==> src/rtl/event_debouncer.sv <==
// Pushbutton/event debouncer: 2-flop synchronizer feeding a four-state qualify FSM
// that emits one-cycle press/release pulses and counts rejected bounces.
module event_debouncer #(
    parameter int STABLE_CYCLES = 16'd50000,
    parameter int CNT_W         = 16
) (
    input  logic       CLK,
    input  logic       CLEAR,
    input  logic       BTN_IN,
    output logic       BTN_LEVEL,
    output logic       PRESS_PULSE,
    output logic       RELEASE_PULSE,
    output logic [1:0] STATE,
    output logic [7:0] GLITCH_CNT
);

    typedef enum logic [1:0] {
        IDLE         = 2'b00,
        PRESS_WAIT   = 2'b01,
        PRESSED      = 2'b10,
        RELEASE_WAIT = 2'b11
    } state_t;

    localparam logic [CNT_W-1:0] CNT_LAST = CNT_W'(STABLE_CYCLES - 1);
    localparam logic [CNT_W-1:0] CNT_ONE  = CNT_W'(1);

    logic             sync1_reg;
    logic             btn_s_reg;
    state_t           state_reg;
    logic [CNT_W-1:0] cnt_reg;

    // BTN_IN is asynchronous; only btn_s_reg may be observed by the FSM.
    always_ff @(posedge CLK or posedge CLEAR) begin
        if (CLEAR) begin
            sync1_reg <= 1'b0;
            btn_s_reg <= 1'b0;
        end else begin
            sync1_reg <= BTN_IN;
            btn_s_reg <= sync1_reg;
        end
    end

    always_ff @(posedge CLK or posedge CLEAR) begin
        if (CLEAR) begin
            state_reg     <= IDLE;
            cnt_reg       <= '0;
            BTN_LEVEL     <= 1'b0;
            PRESS_PULSE   <= 1'b0;
            RELEASE_PULSE <= 1'b0;
            GLITCH_CNT    <= 8'd0;
        end else begin
            PRESS_PULSE   <= 1'b0;
            RELEASE_PULSE <= 1'b0;
            case (state_reg)
                IDLE: begin
                    if (btn_s_reg) begin
                        state_reg <= PRESS_WAIT;
                        cnt_reg   <= '0;
                    end
                end
                PRESS_WAIT: begin
                    // A bounce wins over acceptance even on the terminal count.
                    if (!btn_s_reg) begin
                        state_reg <= IDLE;
                        if (GLITCH_CNT != 8'hFF)
                            GLITCH_CNT <= GLITCH_CNT + 8'd1;
                    end else if (cnt_reg == CNT_LAST) begin
                        state_reg   <= PRESSED;
                        BTN_LEVEL   <= 1'b1;
                        PRESS_PULSE <= 1'b1;
                    end else begin
                        cnt_reg <= cnt_reg + CNT_ONE;
                    end
                end
                PRESSED: begin
                    if (!btn_s_reg) begin
                        state_reg <= RELEASE_WAIT;
                        cnt_reg   <= '0;
                    end
                end
                RELEASE_WAIT: begin
                    if (btn_s_reg) begin
                        state_reg <= PRESSED;
                        if (GLITCH_CNT != 8'hFF)
                            GLITCH_CNT <= GLITCH_CNT + 8'd1;
                    end else if (cnt_reg == CNT_LAST) begin
                        state_reg     <= IDLE;
                        BTN_LEVEL     <= 1'b0;
                        RELEASE_PULSE <= 1'b1;
                    end else begin
                        cnt_reg <= cnt_reg + CNT_ONE;
                    end
                end
                default: state_reg <= IDLE;
            endcase
        end
    end

    assign STATE = state_reg;

endmodule
==> config.mk <==
export PLATFORM = sky130hd
export DESIGN_NAME = event_debouncer
export DESIGN_NICKNAME = d
export VERILOG_FILES = /design/src/rtl/event_debouncer.sv
export SDC_FILE = /design/constraint.sdc
export NUM_CORES = 1
export LEC_CHECK = 0
export ABC_AREA = 1
export CORE_MARGIN = 2
export CORE_UTILIZATION = 55
export CTS_CLUSTER_SIZE = 16
export DETAILED_ROUTE_END_ITERATION = 6
export PLACE_DENSITY = 0.77
export SLEW_MARGIN = 40
export SYNTH_ARGS = -nofsm -noshare
export SYNTH_HDL_FRONTEND = slang
export SYNTH_SLANG_ARGS = --single-unit
==> constraint.sdc <==
create_clock -name CLK -period 2.9 [get_ports CLK]
set_input_delay 0.29 -clock CLK [delete_from_list [all_inputs] [get_ports CLK]]
set_output_delay 0.29 -clock CLK [all_outputs]
set_load 0.01 [all_outputs]
==> summary.md, run 1 <==
| Metric | Value |
|---|---|
| Reg clk slew, reported paths | ~0.10 ns |
| Distinct cells, synth | 22 |
| Fin Clk Skew | ~0.0096 ns |
| Worst slack at placement | 1.22 ns |
| Chip width | 59.5 µm |
| Post-CTS setup buffers | 0 |
| Detail Route Antenna Nets | 0 |
| Required @ worst endpoint | 2.61 ns |
| Final setup fails | 0 |
| Hold crit path type | in2async |
| Top cells by area, synth | dfrtp_1 (46%), nand2_1 (15%), nand3_1 (5.6%) |
| Gr usage total | 21.1% |
| Vias in the first global route | 1263 |
| Remaining global-route overflow | 0 |
| Most common cell in the netlist | nand2_1 |
| Slew Limit Fails | 0 |
| Clk network pwr share | about a third |
| Post-synthesis area per instance | roughly 7.8 µm² |
| Yosys top cell by area | dfrtp_1 |
| Max incr delay on CP | approximately 0.59 ns |
| Rows | 20 |
| Max_cap viols | 0 |
| # diodes | 0 |
| Post-Route WL | 3170 µm |
| IO Count | 16 |
| Fin cells | 272 |
| CTS-repair resized insts | 0 |
| Max Root-Sink Buffers | 2 |
| Die Y | 59.5 µm |
| Peak supply drop | between 0.0004 and 0.0005 V |
| Synth async-reset ratio | 100% |
| Comb pwr share | 17.9% |
| Pwr dens | 541 mW/mm² |
| Int Power | roughly 0.77 mW |
| Post-synth top area share | 45.8% |
| Cell Area, Synth | approximately 0.0017 mm² |
| Largest net degree at the start of global routing | 32 |
| Layout area overhead | 15.5% |
| NetSw | roughly 0.28 mW |
| Largest register FFs | 16 |
| Die area | 0.00354 mm² |
| Worst EP arrival | 1.44 ns |
| H-tree depth | 2 |
| Crit path buf inv count | 1 |
| Util after Layout | between 60% and 70% |
| First-pass GRT wire length | 5580 µm |
| Syn nets | ~220 |
| Core Area | 0.00300 mm² |
| DP HPWL | approximately 2400 µm |
| Status | completed |
| Net count, final | 243 |
| Worst setup path class | reg2out |
| Initial antenna violation count | 0 |
| Worst-Margin Slew | 0.403 ns |
| Min Hold Slack | 0.339 ns |
| Rel. slew slack | 72.9% |
| DRC | 0 |
| Sequential cell area | just under 800 µm² |
| Multi-input gate area in the final layout | 811 µm² |
| Crit-path slowest cell | clkdlybuf4s50_1 |
| Final worst path period need | 1.73 ns |
| Top FF cell, synth | dfrtp_1 |
| Post-synth EDFFs | 0 |
| Clock latency at the later pin of the worst-skew pair | 0.32 ns |
| Pre-Repair DR Iteration Count | 4 |
| RSZ-0062 raised after global routing | false |
| CP cell instances | clkdlybuf4s50_1 |
| Post-DR vias/cell | 5.20 |
| TNS Setup | 0 ns |
| Worst setup margin | 1.17 ns |
| TritonCTS clock tree | done |
| Clock Tree Root | clkbuf_4 |
| Syn. warnings | 0 |
| Sink Count | 31 |
| Gpl congestion | roughly 0.86 |
| Fin crit share | roughly three fifths |
| # hold bufs at CTS | 0 |
| Static leakage | approximately 0.87 nW |
| Reg power frac | 48.7% |
| Crit-path leading delay family | buffers and inverters |
| Total CTS buffers | 5 |
| Flops & latches, synth | 31 |
| Cells after Synth | 217 |
| Inst Count DP | 264 |
| Fillers | approximately 260 |
| Critical path capture point type | primary output |
| Worst-path maximum fanout | 8 |
| Vias | 1415 |
| # port buffers | 15 |
| Commonest cells post-synth | nand2_1 (69), dfrtp_1 (31), inv_1 (22) |
| Initial Utilization | 56.5% |
| Fin. Hold Viols | 0 |
| Sequential element share of the synthesized area | a little under half |
| Switch share | 26.8% |
| Startpoint Class | flop |
| Max Clock Freq | 0.579 GHz |
| Share of cells above drive strength 1 | about 7.5% |
| Routed len/inst | 11.7 µm |
| DRT iter0 DRCs | between 60 and 70 |
## worst paths after layout
kind,startpoint,end,slack (ns),cells after the start
max in group asynchronous,CLEAR,cnt_reg[10],2.28,3
worst max-delay path,STATE[0],STATE[0],1.17,1
min in group CLK,sync1_reg,btn_s_reg,0.36,0
worst max register to register,cnt_reg[0],cnt_reg[6],1.18,8
worst min-delay path,CLEAR,GLITCH_CNT[7],0.34,3
worst min register to register,sync1_reg,btn_s_reg,0.36,0
## power by group through the flow
stage	registers (mW)	clock network, mW	logic (mW)
after global placement	0.523	0	0.189
final	0.516	0.353	0.189
after detailed placement	0.525	0	0.190
after global routing	0.522	0.381	0.212
after CTS	0.517	0.360	0.192
after floorplan	0.532	0	0.0953
## cell usage in the layout (no fill, tap or decap)
cell              n
buf_4             1
bufinv_16         1
clkbuf_4          5
clkbuf_8          1
clkdlybuf4s50_1  15
clkinv_2          1
dfrtp_1          31
ha_1              2
inv_1            22
inv_2             1
nand2_1          69
nand2_2           1
nand2_4           1
nand3_1          19
nand3_2           1
nand4_1           6
nor2_1           19
nor2_4            1
nor3_1            2
nor3_2            2
nor4_1            2
o21ai_0          17
o21ai_1           2
o21ai_2           2
o21bai_1          2
xnor2_1           4
xor2_1            9
## metrics by stage
stage,power [mW],cell area (µm²)
2_1_floorplan,0.628,1700
3_3_place_gp,0.712,1870
3_5_place_dp,0.715,1870
4_1_cts,1.07,1960
5_1_grt,1.12,1960
6_report,1.06,1960
## worst min-delay path, stage by stage
cell             delay, ns
clkdlybuf4s50_1       0.40
inv_1                 0.05
buf_4                 0.34
## layout make-up
| cell class | instances | area share [%] |
|---|---|---|
| multi-input combinational | 161 | 41.4 |
| sequential | 31 | 39.6 |
| timing repair buffer | 16 | 8.05 |
| inverter | 23 | 4.41 |
| clock buffer | 6 | 2.62 |
| tap | 33 | 2.11 |
| clock inverter | 2 | 1.79 |
## per-layer routing
layer,up-vias,track usage (%),wire length [µm]
li1,748,-,-
met1,636,30.8,1670
met2,29,29.0,1340
met3,2,7.21,137
met4,0,6.98,22
met5,-,0,0
## cell families (layout without fill, tap and decap cells)
logic type	Yosys count	count (layout)	synth area share (%)
flip-flops	31	31	45.8
AND/OR/NAND/NOR	123	123	32.1
AO/OA/AOI/OAI	23	23	7.53
adder cells (fa/ha/maj)	2	2	1.48
buffers and inverters	25	47	6.42
XOR/XNOR	13	13	6.72
Note: power is estimated with default switching activity, not from simulation.
==> run 2, diff against run 1 <==
clock period = 1.6 ns   (was 2.9 ns; I/O delays follow)
==> summary.md, run 2 (synthesized netlist as in run 1, its figures left out) <==
| Metric | Value |
|---|---|
| Critical path capture point type | primary output |
| Slew Limit Fails | 0 (unchanged) |
| Max Root-Sink Buffers | 2 (unchanged) |
| Chip width | 59.5 µm (unchanged) |
| Pre-Repair DR Iteration Count | 4 (unchanged) |
| Worst setup path class | reg2out |
| Worst-path maximum fanout | 3 (-5) |
| Peak supply drop | 0.000811 V (+65%) |
| Pwr dens | 896 mW/mm² (+66%) |
| Reg2reg start | GLITCH_CNT[1] |
| Max_cap viols | 0 (unchanged) |
| Crit-path leading delay family | buffers and inverters |
| Gr usage total | 23.1% (+2.0 points) |
| Status | completed |
| Fillers | 236 (-9.9%) |
| Vias | 1521 (+7.5%) |
| Flop-to-flop setup slack | 0.03 ns (-1.15 ns) |
| Gpl congestion | 0.848 (-0.91%) |
| Fin crit share | 99.3% |
| Worst r2r dst | GLITCH_CNT[2] |
| Worst-Margin Slew | 0.378 ns (-0.0247 ns) |
| Commonest non-fill, non-tap cell in the layout | nand2_1 |
| Min Hold Slack | 0.184 ns (-0.155 ns) |
| Post-Route WL | 3800 µm (+20%) |
| DRC | 0 (unchanged) |
| Layout area overhead | 27.1% |
| Rows | 20 (unchanged) |
| Largest net degree at the start of global routing | 32 (unchanged) |
| Remaining global-route overflow | 0 (unchanged) |
| Most frequent cells in the layout | nand2_1 (69), dfrtp_1 (30), inv_1 (22) |
| Die Y | 59.5 µm (unchanged) |
| DRT iter0 DRCs | 70 (+1.4%) |
| Worst EP arrival | 1.43 ns (about the same) |
| Core Area | 0.00300 mm² (unchanged) |
| Reg clk slew, reported paths | 0.10 ns (about the same) |
| Total CTS buffers | 5 (unchanged) |
| Max Clock Freq | approximately 0.63 GHz |
| Vias in the first global route | 1373 (+8.7%) |
| Die area | 0.00354 mm² (unchanged) |
| Crit-path slowest cell | clkdlybuf4s50_1 |
| Sequential cell area | 777 µm² (+0.16%) |
| Largest register FFs | 16 (unchanged) |
| Fin. Hold Viols | 0 (unchanged) |
| TritonCTS clock tree | done |
| H-tree depth | 2 (unchanged) |
| Final worst path period need | roughly 1.6 ns |
| # port buffers | 15 (unchanged) |
| Detail Route Antenna Nets | 0 (unchanged) |
| CP cell instances | buf_4 > clkdlybuf4s50_1 |
| RSZ-0062 raised after global routing | true |
| Initial Utilization | 56.5% (unchanged) |
| DP HPWL | 2560 µm (+9.0%) |
| Static leakage | 0.990 nW (+14%) |
| First-pass GRT wire length | 5990 µm (+7.4%) |
| Clock latency at the later pin of the worst-skew pair | 0.34 ns (+0.02 ns) |
| Rel. slew slack | 74.8% (+1.9 points) |
| Initial antenna violation count | 0 (unchanged) |
| Final setup fails | 0 (unchanged) |
| Clock Tree Root | clkbuf_4 |
| Required @ worst endpoint | 1.44 ns (-1.17 ns) |
| Util after Layout | 71.8% (+6.5 points) |
| R2R cell count | 7 (-1) |
| Max incr delay on CP | 0.53 ns (-0.06 ns) |
| Share of cells above drive strength 1 | 17.3% (+9.8 points) |
| Routed len/inst | 13.0 µm (+11%) |
| Multi-input gate area in the final layout | 852 µm² (+5.1%) |
| Net count, final | 265 (+9.1%) |
| Post-DR vias/cell | 5.19 (-0.21%) |
| Startpoint Class | flop |
| Crit path buf inv count | 2 (+1) |
| Fin Clk Skew | 0.00837 ns (-0.00123 ns) |
| IO Count | 16 (unchanged) |
| Sink Count | 31 (unchanged) |
| Hold crit path type | in2async |
| # diodes | 0 (unchanged) |
## run 2: worst max-delay path by stage
stage / startpoint / end / slack, ns / cells after the start
2_1_floorplan: GLITCH_CNT[0] / GLITCH_CNT[4] / 0.15 / 8
3_3_place_gp: GLITCH_CNT[0] / GLITCH_CNT[6] / 0.07 / 8
3_5_place_dp: GLITCH_CNT[0] / GLITCH_CNT[6] / -0.02 / 8
4_1_cts: GLITCH_CNT[1] / GLITCH_CNT[6] / 0.02 / 8
5_1_grt: GLITCH_CNT[1] / GLITCH_CNT[2] / -0.05 / 7
6_report: GLITCH_CNT[1] / GLITCH_CNT[1] / 0.01 / 2
## run 2: tightest hold or removal path, stage by stage
cell             delay (ns)
clkdlybuf4s50_1        0.39
inv_1                  0.05
buf_4                  0.34
## run 2: stage by stage
stage	TNS, ns	area [µm²]	setup WS (ns)	cells	power, mW
2_1_floorplan	0	1700	0.153	217	1.14
3_3_place_gp	0	2000	0.0713	279	1.32
3_5_place_dp	-0.0369	2000	-0.0208	279	1.34
4_1_cts	0	2070	0.0182	288	1.84
5_1_grt	-0.141	2150	-0.0539	293	2.01
6_report	0	2150	0.0117	293	1.93
## run 2: cell type report
type	instances	area share [%]
inverters	23	4.01
repair buffers	38	15.9
multi-input cells	161	39.5
flip-flops and latches	31	36.1
clock buffers	6	2.38
well taps	33	1.92
clock inverters	1	0.232
## run 2: report_power, final
part	internal [mW]	switching (mW)	total [mW]
Sequential	0.852	0.0893	0.941
Combinational	0.282	0.234	0.516
Clock	0.203	0.270	0.473
## run 2: what timing repair did
item	CTS	global route
setup buffers	2	5
gates resized for setup	1	13
pin swaps	0	3
endpoints found under the setup margin	5	11
hold buffers	0	0
## run 2: per-layer routing
layer	wire (µm)	track usage, %	part of all wire (%)	up-vias
met3	161	6.55	4.2	6
met4	52	8.25	1.4	0
met2	1830	36.9	48	29
li1	-	-	-	782
met5	0	0	0	-
met1	1760	29.9	46	704
==> run 3, diff against run 2 <==
PLACE_DENSITY = 0.89   (was 0.77)
==> summary.md, run 3 (synthesized netlist as in run 1, its figures left out) <==
| Metric | Value |
|---|---|
| Status | completed |
| Critical path capture point type | flop |
| Min Hold Slack | 0.183 ns (-0.000417 ns) |
| Final setup fails | 0 (unchanged) |
| Reg clk slew, reported paths | 0.10 ns (about the same) |
| Static leakage | 0.980 nW (-1.0%) |
| RSZ-0062 raised after global routing | true |
| # diodes | 0 (unchanged) |
| Worst EP arrival | 1.82 ns (+0.39 ns) |
| H-tree depth | 2 (unchanged) |
| DR WL met3 | 105 µm (-35%) |
| Sink Count | 31 (unchanged) |
| Rows | 20 (unchanged) |
| WL met2 | 2050 µm (+12%) |
| DRT iter0 DRCs | 130 (+86%) |
| Core Area | 0.00300 mm² (unchanged) |
| IO Count | 16 (unchanged) |
| Fin. Hold Viols | 0 (unchanged) |
| M1 wire length | 1700 µm (-3.1%) |
| Clock Tree Root | clkbuf_4 |
| Gr usage total | 22.4% (-0.73 points) |
| Fin Clk Skew | 0.0111 ns (+0.00271 ns) |
| Pwr dens | 937 mW/mm² (+4.5%) |
| Util after Layout | 72.5% (+0.75 points) |
| Vias in the first global route | 1407 (+2.5%) |
| Peak supply drop | 0.000706 V (-13%) |
| Pre-Repair DR Iteration Count | 4 (unchanged) |
| Clock latency at the later pin of the worst-skew pair | 0.34 ns (about the same) |
| Worst-path maximum fanout | 6 (+3) |
| TritonCTS clock tree | done |
| # port buffers | 15 (unchanged) |
| Most frequent cells in the layout | nand2_1 (68), dfrtp_1 (28), inv_1 (22) |
| Rel. slew slack | 74.6% (-0.20 points) |
| Hold crit path type | in2async |
| Worst-Margin Slew | 0.381 ns (+0.00301 ns) |
| Fin crit share | 97.4% (-1.9 points) |
| Reg2reg start | GLITCH_CNT[0] |
| Slew Limit Fails | 0 (unchanged) |
| Die Y | 59.5 µm (unchanged) |
| Worst setup path class | reg2reg |
| Total CTS buffers | 5 (unchanged) |
| Gpl congestion | 0.873 (+2.9%) |
| DRC | 0 (unchanged) |
| Chip width | 59.5 µm (unchanged) |
| Initial antenna violation count | 0 (unchanged) |
| Routed len/inst | 13.3 µm (+2.2%) |
| # hold bufs at CTS | 0 (unchanged) |
| Detail Route Antenna Nets | 0 (unchanged) |
| Initial Utilization | 56.5% (unchanged) |
| Net count, final | 263 (-0.75%) |
| Commonest non-fill, non-tap cell in the layout | nand2_1 |
| Required @ worst endpoint | 1.86 ns (+0.42 ns) |
| Post-Route WL | 3870 µm (+1.8%) |
| Max_cap viols | 0 (unchanged) |
| Share of cells above drive strength 1 | 18.1% (+0.84 points) |
| Post-DR vias/cell | 5.33 (+2.7%) |
| DP HPWL | 2800 µm (+9.2%) |
| Max Used Layer | met4 |
| Max Clock Freq | 0.642 GHz (+2.0%) |
| Largest net degree at the start of global routing | 32 (unchanged) |
| Largest register FFs | 16 (unchanged) |
| Max Root-Sink Buffers | 2 (unchanged) |
| Crit. Startpoint | GLITCH_CNT[0] |
| Layout area overhead | 28.4% |
| First-pass GRT wire length | 5980 µm (-0.12%) |
| Remaining global-route overflow | 0 (unchanged) |
| Final worst path period need | 1.56 ns (-0.0305 ns) |
| Startpoint Class | flop |
| Fillers | 214 (-9.3%) |
| Die area | 0.00354 mm² (unchanged) |
| Vias | 1556 (+2.3%) |
run 3: final cells by class:
cell class	instances	area, µm²	area share [%]
multi-input cells	161	848	39.0
flip-flops and latches	31	779	35.8
repair buffers	36	335	15.4
inverters	23	86.3	3.97
clock buffers	6	51.3	2.36
well taps	33	41.3	1.90
clock inverters	2	35.0	1.61
run 3: metal layers:
layer / vias up / global-route usage (%)
li1: 782 / -
met1: 735 / 27.4
met2: 37 / 38.3
met3: 2 / 5.46
met4: 0 / 7.62
met5: - / 0
run 3: path summary, 6_finish.rpt:
| check | endpoint | slack [ns] | cells past startpoint |
|---|---|---|---|
| worst max-delay path | GLITCH_CNT[0] | 0.04 | 7 |
| worst min-delay path | cnt_reg[5] | 0.18 | 3 |
| worst max register to register | GLITCH_CNT[0] | 0.04 | 7 |
| worst min register to register | btn_s_reg | 0.36 | 0 |
| max in group asynchronous | cnt_reg[2] | 1.12 | 3 |
| min in group CLK | sync1_reg | 0.25 | 1 |
run 3: power breakdown:
part           total, mW  switching [mW]  internal (mW)
logic              0.441           0.200          0.241
registers          0.953          0.0964          0.857
clock network      0.645           0.276          0.369
total               2.04           0.572           1.47
run 3: per-stage QoR:
stage	TNS (ns)	total power, mW	area (µm²)	setup slack, ns	std cells
after floorplan	0	1.14	1700	0.153	217
after global placement	0	1.32	1990	0.163	276
after detailed placement	0	1.34	1990	0.0304	276
after CTS	0	1.98	2070	0.0209	284
after global routing	-0.393	2.14	2180	-0.0764	292
final	0	2.04	2180	0.0422	292
run 3: repair_timing:
item,in CTS,in global routing
setup endpoints to repair,0,17
gates resized for setup,0,16
buffers inserted,0,8
run 3: critical path: stages (launching register included):
cell	delay (ns)
dfrtp_1	0.42
ha_4	0.18
nand3_2	0.10
nor3_2	0.25
nand3_1	0.15
nand2_4	0.13
buf_4	0.14
xnor2_1	0.11
